## config.mk

```make
export PLATFORM = sky130hd
export DESIGN_NAME = mips_bus_arbiter
export DESIGN_NICKNAME = d
export VERILOG_FILES = /design/src/rtl/mips_bus_pkg.sv /design/src/rtl/mips_rr_arbiter.sv /design/src/rtl/mips_bus_arbiter.sv
export SDC_FILE = /design/constraint.sdc
export NUM_CORES = 1
export LEC_CHECK = 0
export CORE_MARGIN = 2
export CORE_UTILIZATION = 25
export CTS_CLUSTER_DIAMETER = 120
export DETAILED_ROUTE_END_ITERATION = 10
export HOLD_SLACK_MARGIN = 0.08
export PLACE_DENSITY = 0.62
export SLEW_MARGIN = 20
export SYNTH_ARGS = -nofsm -noshare
export SYNTH_HDL_FRONTEND = slang
export SYNTH_SLANG_ARGS = --single-unit
```

## constraint.sdc

```tcl
create_clock -name clk -period 4.9 [get_ports clk]
set_clock_uncertainty 0.05 [all_clocks]
set_input_delay 0.98 -clock clk [delete_from_list [all_inputs] [get_ports clk]]
set_output_delay 0.98 -clock clk [all_outputs]
set_load 0.05 [all_outputs]
```

## src/rtl/mips_bus_pkg.sv

```systemverilog
// Shared types and lane helpers for the MIPS Avalon-MM master port.
package mips_bus_pkg;

  typedef enum logic [1:0] {
    SZ_BYTE = 2'b00,
    SZ_HALF = 2'b01,
    SZ_WORD = 2'b10
  } size_t;

  typedef enum logic [1:0] {
    ST_IDLE = 2'b00,
    ST_BUS  = 2'b01,
    ST_RESP = 2'b10
  } bus_state_t;

  localparam int unsigned MAX_DATA_W = 64;
  localparam int unsigned MAX_BE_W   = 8;

  // Reserved size or an address not aligned to the access size.
  function automatic logic size_err(input logic [1:0] size, input logic [1:0] addr_lo);
    logic err;
    case (size)
      SZ_BYTE: err = 1'b0;
      SZ_HALF: err = addr_lo[0];
      SZ_WORD: err = (addr_lo != 2'b00);
      default: err = 1'b1;
    endcase
    return err;
  endfunction

  // Byte-lane enables for an access of the given size starting at lane.
  function automatic logic [MAX_BE_W-1:0] be_mask(input logic [1:0] size, input logic [2:0] lane);
    logic [MAX_BE_W-1:0] be;
    case (size)
      SZ_BYTE: be = 8'h01 << lane;
      SZ_HALF: be = 8'h03 << lane;
      SZ_WORD: be = 8'h0F << lane;
      default: be = 8'h00;
    endcase
    return be;
  endfunction

  // Copy the right-justified operand onto every lane of the bus.
  function automatic logic [MAX_DATA_W-1:0] lane_replicate(input logic [1:0] size,
                                                           input logic [MAX_DATA_W-1:0] data);
    logic [MAX_DATA_W-1:0] rep;
    case (size)
      SZ_BYTE: rep = {8{data[7:0]}};
      SZ_HALF: rep = {4{data[15:0]}};
      SZ_WORD: rep = {2{data[31:0]}};
      default: rep = '0;
    endcase
    return rep;
  endfunction

  // Pull the addressed sub-word out of bus read data and extend it.
  function automatic logic [MAX_DATA_W-1:0] read_extend(input logic [1:0] size,
                                                        input logic sgn,
                                                        input logic [2:0] lane,
                                                        input logic [MAX_DATA_W-1:0] rd);
    logic [MAX_DATA_W-1:0] sh;
    logic [MAX_DATA_W-1:0] res;
    sh = rd >> {lane, 3'b000};
    case (size)
      SZ_BYTE: res = {{56{sgn & sh[7]}}, sh[7:0]};
      SZ_HALF: res = {{48{sgn & sh[15]}}, sh[15:0]};
      SZ_WORD: res = {{32{sgn & sh[31]}}, sh[31:0]};
      default: res = '0;
    endcase
    return res;
  endfunction

endpackage

```

## src/rtl/mips_rr_arbiter.sv

```systemverilog
// Request vector + search pointer -> one-hot grant and grant index.
module mips_rr_arbiter
  import mips_bus_pkg::*;
#(
  parameter int unsigned NUM_CH  = 2,
  parameter int unsigned RR_MODE = 1,
  localparam int unsigned IDX_W  = (NUM_CH > 1) ? $clog2(NUM_CH) : 1
) (
  input  logic [NUM_CH-1:0] req,
  input  logic [IDX_W-1:0]  ptr,
  output logic [NUM_CH-1:0] grant,
  output logic [IDX_W-1:0]  idx,
  output logic              valid
);

  int unsigned cand;

  // First requester found scanning upward from ptr (RR) or from channel 0 (fixed).
  always_comb begin
    idx   = '0;
    valid = 1'b0;
    cand  = 0;
    for (int unsigned i = 0; i < NUM_CH; i++) begin
      cand = (RR_MODE != 0) ? ((32'(ptr) + i) % NUM_CH) : i;
      if (!valid && req[IDX_W'(cand)]) begin
        valid = 1'b1;
        idx   = IDX_W'(cand);
      end
    end
  end

  assign grant = valid ? (NUM_CH'(1) << idx) : '0;

endmodule

```

## src/rtl/mips_bus_arbiter.sv

```systemverilog
// Multi-channel Avalon-MM master: arbitration, lane encoding, read extraction, misalign rejection.
module mips_bus_arbiter
  import mips_bus_pkg::*;
#(
  parameter int unsigned NUM_CH  = 2,
  parameter int unsigned ADDR_W  = 32,
  parameter int unsigned DATA_W  = 32,
  parameter int unsigned RR_MODE = 1
) (
  input  logic                     clk,
  input  logic                     reset,
  input  logic [NUM_CH-1:0]        ch_req,
  input  logic [NUM_CH-1:0]        ch_we,
  input  logic [2*NUM_CH-1:0]      ch_size,
  input  logic [NUM_CH-1:0]        ch_signed,
  input  logic [ADDR_W*NUM_CH-1:0] ch_addr,
  input  logic [DATA_W*NUM_CH-1:0] ch_wdata,
  output logic [NUM_CH-1:0]        ch_ack,
  output logic [NUM_CH-1:0]        ch_err,
  output logic [DATA_W-1:0]        ch_rdata,
  output logic                     busy,
  output logic [ADDR_W-1:0]        address,
  output logic                     read,
  output logic                     write,
  output logic [DATA_W-1:0]        writedata,
  output logic [DATA_W/8-1:0]      byteenable,
  input  logic                     waitrequest,
  input  logic [DATA_W-1:0]        readdata
);

  localparam int unsigned BE_W   = DATA_W / 8;
  localparam int unsigned LANE_W = $clog2(BE_W);
  localparam int unsigned IDX_W  = (NUM_CH > 1) ? $clog2(NUM_CH) : 1;

  bus_state_t        state, state_d;
  logic [IDX_W-1:0]  rr_ptr, rr_ptr_d;
  logic [NUM_CH-1:0] arb_grant;
  logic [IDX_W-1:0]  arb_idx;
  logic              arb_valid;

  logic [NUM_CH-1:0] grant_q, grant_d;
  logic [1:0]        size_q, size_d;
  logic              sgn_q, sgn_d;
  logic [LANE_W-1:0] lane_q, lane_d;

  logic              sel_we;
  logic [1:0]        sel_size;
  logic              sel_sgn;
  logic [ADDR_W-1:0] sel_addr;
  logic [DATA_W-1:0] sel_wdata;
  logic [LANE_W-1:0] sel_lane;
  logic              sel_err;

  logic              read_d, write_d, busy_d;
  logic [NUM_CH-1:0] ch_ack_d, ch_err_d;
  logic [DATA_W-1:0] ch_rdata_d;
  logic [ADDR_W-1:0] address_d;
  logic [DATA_W-1:0] writedata_d;
  logic [BE_W-1:0]   byteenable_d;

  mips_rr_arbiter #(
    .NUM_CH  (NUM_CH),
    .RR_MODE (RR_MODE)
  ) u_arb (
    .req   (ch_req),
    .ptr   (rr_ptr),
    .grant (arb_grant),
    .idx   (arb_idx),
    .valid (arb_valid)
  );

  // Operand mux for the channel the arbiter currently picks.
  always_comb begin
    sel_we    = 1'b0;
    sel_size  = 2'b00;
    sel_sgn   = 1'b0;
    sel_addr  = '0;
    sel_wdata = '0;
    for (int i = 0; i < NUM_CH; i++) begin
      if (arb_idx == IDX_W'(i)) begin
        sel_we    = ch_we[i];
        sel_size  = ch_size[2*i +: 2];
        sel_sgn   = ch_signed[i];
        sel_addr  = ch_addr[ADDR_W*i +: ADDR_W];
        sel_wdata = ch_wdata[DATA_W*i +: DATA_W];
      end
    end
  end

  assign sel_lane = sel_addr[LANE_W-1:0];
  assign sel_err  = size_err(sel_size, sel_addr[1:0]);

  // Next state and next values for every registered output.
  always_comb begin
    state_d      = state;
    rr_ptr_d     = rr_ptr;
    grant_d      = grant_q;
    size_d       = size_q;
    sgn_d        = sgn_q;
    lane_d       = lane_q;
    read_d       = read;
    write_d      = write;
    address_d    = address;
    writedata_d  = writedata;
    byteenable_d = byteenable;
    ch_ack_d     = '0;
    ch_err_d     = '0;
    ch_rdata_d   = '0;
    unique case (state)
      ST_IDLE: begin
        if (arb_valid) begin
          grant_d  = arb_grant;
          size_d   = sel_size;
          sgn_d    = sel_sgn;
          lane_d   = sel_lane;
          rr_ptr_d = (arb_idx == IDX_W'(NUM_CH - 1)) ? '0 : arb_idx + IDX_W'(1);
          if (sel_err) begin
            state_d  = ST_RESP;
            ch_ack_d = arb_grant;
            ch_err_d = arb_grant;
          end else begin
            state_d      = ST_BUS;
            read_d       = ~sel_we;
            write_d      = sel_we;
            address_d    = {sel_addr[ADDR_W-1:LANE_W], LANE_W'(0)};
            byteenable_d = BE_W'(be_mask(sel_size, 3'(sel_lane)));
            writedata_d  = DATA_W'(lane_replicate(sel_size, 64'(sel_wdata)));
          end
        end
      end
      ST_BUS: begin
        if (!waitrequest) begin
          state_d  = ST_RESP;
          ch_ack_d = grant_q;
          read_d   = 1'b0;
          write_d  = 1'b0;
          if (read) begin
            ch_rdata_d = DATA_W'(read_extend(size_q, sgn_q, 3'(lane_q), 64'(readdata)));
          end
        end
      end
      ST_RESP: state_d = ST_IDLE;
      default: state_d = ST_IDLE;
    endcase
    busy_d = (state_d != ST_IDLE);
  end

  // State register.
  always_ff @(posedge clk or negedge reset) begin
    if (!reset) state <= ST_IDLE;
    else        state <= state_d;
  end

  // Operand latches, RR pointer and registered bus/channel outputs.
  always_ff @(posedge clk or negedge reset) begin
    if (!reset) begin
      rr_ptr     <= '0;
      grant_q    <= '0;
      size_q     <= 2'b00;
      sgn_q      <= 1'b0;
      lane_q     <= '0;
      read       <= 1'b0;
      write      <= 1'b0;
      busy       <= 1'b0;
      address    <= '0;
      writedata  <= '0;
      byteenable <= '0;
      ch_ack     <= '0;
      ch_err     <= '0;
      ch_rdata   <= '0;
    end else begin
      rr_ptr     <= rr_ptr_d;
      grant_q    <= grant_d;
      size_q     <= size_d;
      sgn_q      <= sgn_d;
      lane_q     <= lane_d;
      read       <= read_d;
      write      <= write_d;
      busy       <= busy_d;
      address    <= address_d;
      writedata  <= writedata_d;
      byteenable <= byteenable_d;
      ch_ack     <= ch_ack_d;
      ch_err     <= ch_err_d;
      ch_rdata   <= ch_rdata_d;
    end
  end

endmodule

```

* After elaboration in Yosys (flattened, before gate mapping)
Index checks and enable logic that the tools add are counted.
Word-level totals: input port bits 173, output and inout port bits 107, register bits after elaboration 115, logic and storage cells 84
Cells by class: equal/unequal tests 8, bitwise logic cells 4, shift-type cells 5, muxes and demuxes 37, $add $sub $neg 2, reduce and logical (&&, ||, !) cells 11, magnitude comparators 2
Operator list (number):
- $pmux W32 S3 | 2
- $mux W32 | 5
- $shr A32 B5 Y32 | 1
- $mux W1 | 16
- $mux W2 | 8
- $pmux W4 S3 | 1
- $pmux W2 S2 | 2
- $eq A2 B1 Y1 const B | 3
- $logic_not A2 Y1 | 3
- $ne A2 B2 Y1 const B | 3
- $reduce_bool A2 Y1 | 3
- $eq A2 B2 Y1 const B | 2
- $lt A1 B2 Y1 const B | 2
- $pmux W1 S2 | 2
- $reduce_and A4 Y1 | 1
- $shl A1 B2 Y4 const A | 1
- $shl A2 B2 Y4 const A | 1
- $shl A4 B2 Y4 const A | 1
- $pmux W1 S3 | 1
- $reduce_and A3 Y1 | 1
- $add A1 B1 Y1 const B | 2
- $and A1 B1 Y1 | 2
- $not A1 Y1 | 2
- $reduce_and A2 Y1 | 1
- 3 further kinds | 3

* Logic depth before layout (Yosys ltp)
Gate-level depths: netlist of run 1.
depth in word-level cells 13, mapped depth 15, gate-level depth less buffers 10

* Hierarchy
From an unflattened synthesis of run 1, not the netlist that was laid out.
Second synthesis, totals: cells, all modules 519, area, all modules 6077.1 sq um
By module, submodules not included:
- mips_bus_arbiter | cells each 514, times used 1, sequential area each 2877.8 sq um, area an instance 6044.5 sq um
- mips_rr_arbiter | cells each 5, times used 1, sequential area each 0.0 sq um, area an instance 32.5 sq um

* Least setup slack after synthesis of run 1
Ideal clock, no wire load.
path kind input -> register, from in ch_req[0], to reg address[10], path slack 0.953 ns, library setup time 0.125 ns, buffers on the path 5, data required time 4.725 ns, stages 15, data arrival time 3.772 ns, cell sequence nand2b_1 -> buf_4 -> nand2_1 -> buf_2 -> buf_2 -> mux2i_1 -> inv_1 -> ha_1 -> nand2_1 -> a21oi_1 -> a2111oi_4 -> o21ai_2 -> buf_6 -> buf_6 -> mux2_4
On the way: longest elaborated chain between the ends 11, elaborated cells between the ends (all ways) 19, classes of those cells eq/ne: 2; mux: 11; bitwise: 1; reduce/logical: 5
RTL lines:
- start: declaration | RTL line mips_bus_arbiter.sv:12 | input logic [NUM_CH-1:0] ch_req,
- $mux W1 (not written as such) (2 in a row) | RTL line mips_rr_arbiter.sv:25 | if (!valid && req[IDX_W'(cand)]) begin
- $mux W1 | RTL line mips_rr_arbiter.sv:25
- $logic_not A1 Y1 | RTL line mips_rr_arbiter.sv:25
- $logic_and A1 B1 Y1 | RTL line mips_rr_arbiter.sv:25
- $mux W1 * | RTL line mips_rr_arbiter.sv:25
- $mux W2 * | RTL line mips_bus_arbiter.sv:80 | if (arb_idx == IDX_W'(i)) begin
- named net sel_size[0] | RTL line mips_bus_arbiter.sv:47 | logic [1:0] sel_size;
- $eq A2 B2 Y1, or another cell as far along | RTL line mips_bus_pkg.sv:22 | case (size)
- $pmux W1 S3 * | RTL line mips_bus_pkg.sv:22
- $not A1 Y1 (no source line) *
- $reduce_and A3 Y1 (no source line) *
- end signal: assignment | RTL line mips_bus_arbiter.sv:180 | address <= address_d;
- end: declaration | RTL line mips_bus_arbiter.sv:22 | output logic [ADDR_W-1:0] address,
The timed path passes the listed nets; every way through them passes the cells marked *. The select of a mux whose other input is x is not followed. A chain may end at the register's enable or synchronous reset.

* Worst setup path after layout of run 1
from in ch_req[0], to reg address[22]
Same word-level chain as after synthesis.

==> out/results.ini, run 1 <==
[route]
drc = 0
vias_per_cell = 4.52
vias = 5347
wl_per_cell_um = 17.8
drt_iter0_markers = 195
drtAntennaViolNets = 0
wl_um = 21000
firstDrtPassIters = 4

[critical_path]
cp.required_ps = 5140
crit_arrival_ps = 4270
startpoint_type = input pin
worst-path-stages = 12
cp_slowest_cell = a2111oi_4
rr_endpoint = address[22]$_DFFE_PN0P_
r2r_setup_slack_ps = 1510
path_delay_family = buffers and inverters
cpPeakStageDelay_ps = 560
crit_path_end_kind = flip-flop
critPathMaxFanout = 29
crit_end = address[22]$_DFFE_PN0P_
r2r_cells = 11
reg2reg_from = rr_ptr$_DFFE_PN0P_
criticalPathCategory = in2reg
setup.worst_path.start = ch_req[0]
critPathBufInv = 3
crit_chain = clkdlybuf4s50_1 > nand2b_1 > nand2_2 > mux2i_1 > inv_1 > ha_1 > nand2_1 > a21oi_1 > a2111oi_4 > o21ai_4 > buf_12 > mux2_4

[die]
die_width_um = 160
core-area_um2 = 23600
die_h_um = 160
start_util = 0.257
rows = 56
io_pins = 280
dieArea_um2 = 25500

[finish]
multi_input_area_um2 = 2980
antenna_cells = 0
regArea_um2 = 2850
fin_nets = 1031
fillers = 2380
drive_gt1_frac = 0.143
design_area_um2 = 9810
synthToLayoutAreaGrowth_pct = 61.7
finish.utilization = 0.415

[synth]
avgSynthCellArea_um2 = 10.4
synth_edf_count = 0
synth.area.mux_share = 0.244
synth_compound_area_frac = 0.108
syn_area_um2 = 6060
synth_top_family_by_area = multiplexers
synth_fa_ha_area_frac = 0.0103
ys_types = 42
synth-seq-cells = 114
synth.area.top_cells = dfrtp_1 47%, mux2_4 9.4%, nand2_1 8.8%
synthArstFlopShare = 1.00
yosysSeqAreaShare = 0.470
synth-simple-area-share = 0.124
synth.top_cell.area_share = 0.470
synth-main-ff-cell = dfrtp_1
yosys_warnings = 0
yosys.area.top_type = dfrtp_1
synth_cells = 584
synth_xor_xnor_area_share = 0.00144

[cts]
cts.clk_slew.worst_paths_ps = 50
cts_tree = done
cts_made_buffers = 17
cts_buffer_depth = 2
cts_hold_buffers = 0
clk_latency_ps = 400
cts_root_buf = clkbuf_16
cts.sinks = 114
cts_resized = 0
post-cts-setup-buffers = 0
h-tree-depth = 4

[run]
cap_violations = 0

[power_and_ir_drop]
p_seq_frac = 0.242
clkPwrFrac = 0.226
power_switching_mw = 2.61
power_frac_comb = 0.532
peakVddDrop_uv = 305
power.total_mw = 6.15
p_leak_nw = 4.36
power.share.switching = 0.424
power.density_nw_per_um2 = 627
p_int_mw = 3.54

[timing]
hold_slack_ps = 450
slew_headroom = 0.476
fin_crit_ps = 4030
finalCritPeriodShare = 0.823
tightest_slew_ps = 786
max_freq_mhz = 248
hold_violations = 0
slew_viol_final = 0
setup_viol_count_final = 0
rsz0062_at_grt = no
fin_setup_tns_ps = 0

[run_status]
status = completed

[place]
post_dp_cell_area_um2 = 9150
gp_congestion = 0.782
portBuffers = 277
dpl.hpwl_um = 15800

[hold_path]
min_path_type = reg2reg

[grt]
grt_pass1_vias = 5512
grt_pass1_wl_um = 32100
grtUsageTotal = 0.165
antenna_found_initial = 0
grt_max_degree = 60
overflow = 0

==> power by group through the flow <==
stage / combinational, mW / sequential (mW) / clock [mW]
floorplan: 1.21 / 2.47 / 0
global placement: 3.27 / 1.50 / 0
detailed placement: 3.30 / 1.49 / 0
CTS: 3.30 / 1.49 / 1.42
global route: 3.45 / 1.54 / 1.48
finish: 3.27 / 1.49 / 1.39
==> Yosys cell counts (2+ instances only) <==
| cell type | instances |
|---|---|
| nand2_1 | 142 |
| dfrtp_1 | 114 |
| nand2b_1 | 5 |
| o22ai_1 | 17 |
| o21ai_0 | 14 |
| mux2i_1 | 49 |
| buf_2 | 8 |
| a22o_1 | 2 |
| o221ai_1 | 8 |
| buf_1 | 2 |
| clkbuf_1 | 20 |
| mux2_2 | 37 |
| buf_4 | 4 |
| a31oi_1 | 9 |
| a21o_1 | 2 |
| inv_1 | 10 |
| nor3_1 | 7 |
| nor2_1 | 22 |
| a21oi_1 | 35 |
| nand3_1 | 2 |
| mux2_4 | 38 |
| a211oi_1 | 9 |
| ha_1 | 5 |
| buf_6 | 5 |
==> cells by family after synthesis <==
logic type | Yosys count
AND/OR/NAND/NOR | 186
flip-flops | 114
other | 1
multiplexers | 124
AO/OA/AOI/OAI | 103
adder cells (fa/ha/maj) | 5
XOR/XNOR | 1
buffers and inverters | 50
==> worst min path at each step <==
stage	to	cells past startpoint	start	slack, ps
after floorplan	ch_ack[1]$_DFF_PN0_	1	grant_q[1]$_DFFE_PN0P_	400
after global placement	grant_q[1]$_DFFE_PN0P_	1	grant_q[1]$_DFFE_PN0P_	430
after detailed placement	ch_ack[1]$_DFF_PN0_	1	grant_q[1]$_DFFE_PN0P_	440
after CTS	writedata[9]$_DFFE_PN0P_	1	writedata[9]$_DFFE_PN0P_	460
after global routing	address[25]$_DFFE_PN0P_	1	address[25]$_DFFE_PN0P_	470
final	byteenable[0]$_DFFE_PN0P_	1	byteenable[0]$_DFFE_PN0P_	450
==> layout make-up <==
cell class                 count  share of cell area
multi-input combinational    421               0.303
timing repair buffer         288               0.293
sequential                   114               0.291
clock buffer                  22              0.0494
tap                          319              0.0407
clock inverter                 9              0.0180
inverter                      11             0.00421
==> flip-flops by register name, summed over array words and instances (netlist names), 2 cells and up <==
signal      cells
writedata      32
ch_ack          2
ch_rdata       32
state           2
lane_q          2
size_q          2
address        30
ch_err          2
byteenable      4
==> per-stage QoR <==
| step | cells | setup slack, ps |
|---|---|---|
| after floorplan | 585 | 953 |
| after global placement | 1153 | 627 |
| after detailed placement | 1153 | 465 |
| after CTS | 1184 | 899 |
| after global routing | 1184 | 664 |
| final | 1184 | 867 |
==> cells in the final DEF (no fill, tap or decap), types with 2 or more instances in the layout <==
cell type	count
a211oi_1	9
nor2_1	22
a22o_1	2
buf_4	10
bufinv_16	5
buf_12	2
mux2_2	37
o221ai_1	8
nor3_1	7
inv_1	10
a21oi_1	35
dfrtp_1	114
nand2b_1	5
clkbuf_8	4
o21ai_0	14
o22ai_1	17
a31oi_1	9
a21o_1	2
nand3_1	2
conb_1	2
clkdlybuf4s50_1	276
clkbuf_16	17
mux2i_1	49
mux2_4	38
ha_1	5
nand2_1	141
clkinv_2	2
==> metal layers <==
metal | up-vias | routed length (um) | global-route usage
li1 | 2565 | - | -
met5 | - | 0 | 0
met4 | 0 | 461 | 0.0541
met2 | 221 | 9920 | 0.269
met3 | 25 | 1680 | 0.0623
met1 | 2536 | 8960 | 0.201
Note: power is estimated with default switching activity, not from simulation.
==> inputs of run 2 (changes only) <==
--- a/config.mk
+++ b/config.mk
@@ -10,7 +10,7 @@
 export CTS_CLUSTER_DIAMETER = 120
 export DETAILED_ROUTE_END_ITERATION = 10
 export HOLD_SLACK_MARGIN = 0.08
-export PLACE_DENSITY = 0.62
+export PLACE_DENSITY = 0.64
 export SLEW_MARGIN = 20
 export SYNTH_ARGS = -nofsm -noshare
 export SYNTH_HDL_FRONTEND = slang
==> constraint.sdc (replaced) <==
create_clock -name clk -period 3.5 [get_ports clk]
set_clock_uncertainty 0.05 [all_clocks]
set_input_delay 0.7 -clock clk [delete_from_list [all_inputs] [get_ports clk]]
set_output_delay 0.7 -clock clk [all_outputs]
set_load 0.05 [all_outputs]
==> out/results.ini, run 2 (synthesis results as in run 1) <==
[critical_path]
r2r_setup_slack_ps = 680  ; -830 ps
criticalPathCategory = in2reg
startpoint_type = input pin
crit_path_end_kind = flip-flop
r2r_cells = 10  ; -1
crit_arrival_ps = 3310  ; -960 ps
cp.required_ps = 3740  ; -1400 ps
critPathMaxFanout = 25  ; -14%

[cts]
h-tree-depth = 4  ; unchanged
cts_made_buffers = 17  ; unchanged
post-cts-setup-buffers = 0  ; unchanged
clk_latency_ps = 410  ; about the same
cts.clk_slew.worst_paths_ps = 50  ; about the same
cts_root_buf = clkbuf_16
cts.sinks = 114  ; unchanged
cts_resized = 0  ; unchanged
cts_tree = done
cts_hold_buffers = 0  ; unchanged
cts_buffer_depth = 2  ; unchanged

[grt]
grt_pass1_vias = 5559  ; +0.85%
antenna_found_initial = 0  ; unchanged
grt_max_degree = 60  ; unchanged
grtUsageTotal = 0.165  ; about the same
grt_pass1_wl_um = 32300  ; +0.67%
overflow = 0  ; unchanged

[timing]
rsz0062_at_grt = no
tightest_slew_ps = 768  ; -17.8 ps
fin_setup_tns_ps = 0  ; unchanged
finalCritPeriodShare = 0.877
setup_viol_count_final = 0  ; unchanged
slew_viol_final = 0  ; unchanged
fin_crit_ps = 3070
fin_ws_ps = 429  ; -437 ps
hold_violations = 0  ; unchanged
max_freq_mhz = 326
slew_headroom = 0.488  ; +0.0119

[die]
start_util = 0.257  ; unchanged
rows = 56  ; unchanged
io_pins = 280  ; unchanged
die_h_um = 160  ; unchanged
core-area_um2 = 23600  ; unchanged
dieArea_um2 = 25500  ; unchanged
die_width_um = 160  ; unchanged

[route]
vias_per_cell = 4.43  ; -1.9%
drt_iter0_markers = 216  ; +11%
wl_per_cell_um = 17.4  ; -1.8%
drtAntennaViolNets = 0  ; unchanged
drc = 0  ; unchanged
vias = 5332  ; -0.28%
firstDrtPassIters = 4  ; unchanged
wl_um = 21000  ; -0.16%

[place]
place_worst_setup_slack_ps = 2.38  ; -463 ps
dpl.hpwl_um = 15900  ; +0.52%
portBuffers = 277  ; unchanged
gp_congestion = 0.824  ; +5.4%
dp_cells = 1173  ; +1.7%

[hold_path]
min_path_type = in2async

[finish]
instances_no_fill = 1204  ; +1.7%
drive_gt1_frac = 0.166  ; +0.0227
largestRegisters = ch_rdata x32, writedata x32, address x30
fin_nets = 1051  ; +1.9%
layout_commonest_cell = clkdlybuf4s50_1
synthToLayoutAreaGrowth_pct = 63.4
antenna_cells = 0  ; unchanged
final_cell_mix = 276 x clkdlybuf4s50_1, 141 x nand2_1, 114 x dfrtp_1

[power_and_ir_drop]
peakVddDrop_uv = 326  ; +6.8%
power.density_nw_per_um2 = 854  ; +36%
p_leak_nw = 4.43  ; +1.5%

[run]
cap_violations = 0  ; unchanged

[run_status]
status = completed

run 2: stage by stage:
step	area, um^2	power, mW	hold WS (ps)	util
2_1_floorplan	6080	5.17	354	-
3_3_place_gp	9330	6.76	436	0.395
3_5_place_dp	9330	6.80	440	0.395
4_1_cts	9910	8.56	253	0.420
5_1_grt	9910	8.91	280	0.420
6_report	9910	8.46	251	0.420
run 2: cell type report:
type,instances,area [um^2]
Fill cell,2354,13700
Multi-Input combinational cell,421,2990
Clock buffer,21,470
Inverter,11,41.3
Sequential cell,114,2850
Timing Repair Buffer,308,3050
Clock inverter,10,109
Tap cell,319,399
run 2: report_power, final:
group	total, mW	switching, mW	internal [mW]
clock	1.71	0.616	1.09
combinational	4.63	2.73	1.90
sequential	2.12	0.328	1.79
run 2: critical path: stages:
cell             delay [ps]
clkdlybuf4s50_1         470
nand2b_1                 70
and2_2                  210
mux2i_2                 180
inv_1                   110
ha_1                    250
nor3_1                   80
mux2_2                  310
o21ai_4                 280
buf_12                  260
mux2_2                  360
run 2: final timing paths:
path,start,end
hold / removal,reset,address[23]$_DFFE_PN0P_
max in group asynchronous,reset,lane_q[0]$_DFFE_PN0P_
setup / recovery,ch_req[0],address[27]$_DFFE_PN0P_
min in group clk,byteenable[0]$_DFFE_PN0P_,byteenable[0]$_DFFE_PN0P_
setup reg to reg,rr_ptr$_DFFE_PN0P_,address[27]$_DFFE_PN0P_
hold reg to reg,byteenable[0]$_DFFE_PN0P_,byteenable[0]$_DFFE_PN0P_
run 2: metal layers:
layer	GRT usage	wire, um	part of all wire	vias up
li1	-	-	-	2605
met1	0.198	8970	0.43	2502
met2	0.285	10200	0.49	213
met3	0.0525	1610	0.077	12
met4	0.0421	218	0.010	0
met5	0	0	0	-
==> inputs of run 3 (changes only) <==
--- a/config.mk
+++ b/config.mk
@@ -5,6 +5,7 @@
 export SDC_FILE = /design/constraint.sdc
 export NUM_CORES = 1
 export LEC_CHECK = 0
+export CAP_MARGIN = 20
 export CORE_MARGIN = 2
 export CORE_UTILIZATION = 25
 export CTS_CLUSTER_DIAMETER = 120
==> results of run 3 <==
The final DEF is identical to that of run 2; final timing and power are the same.
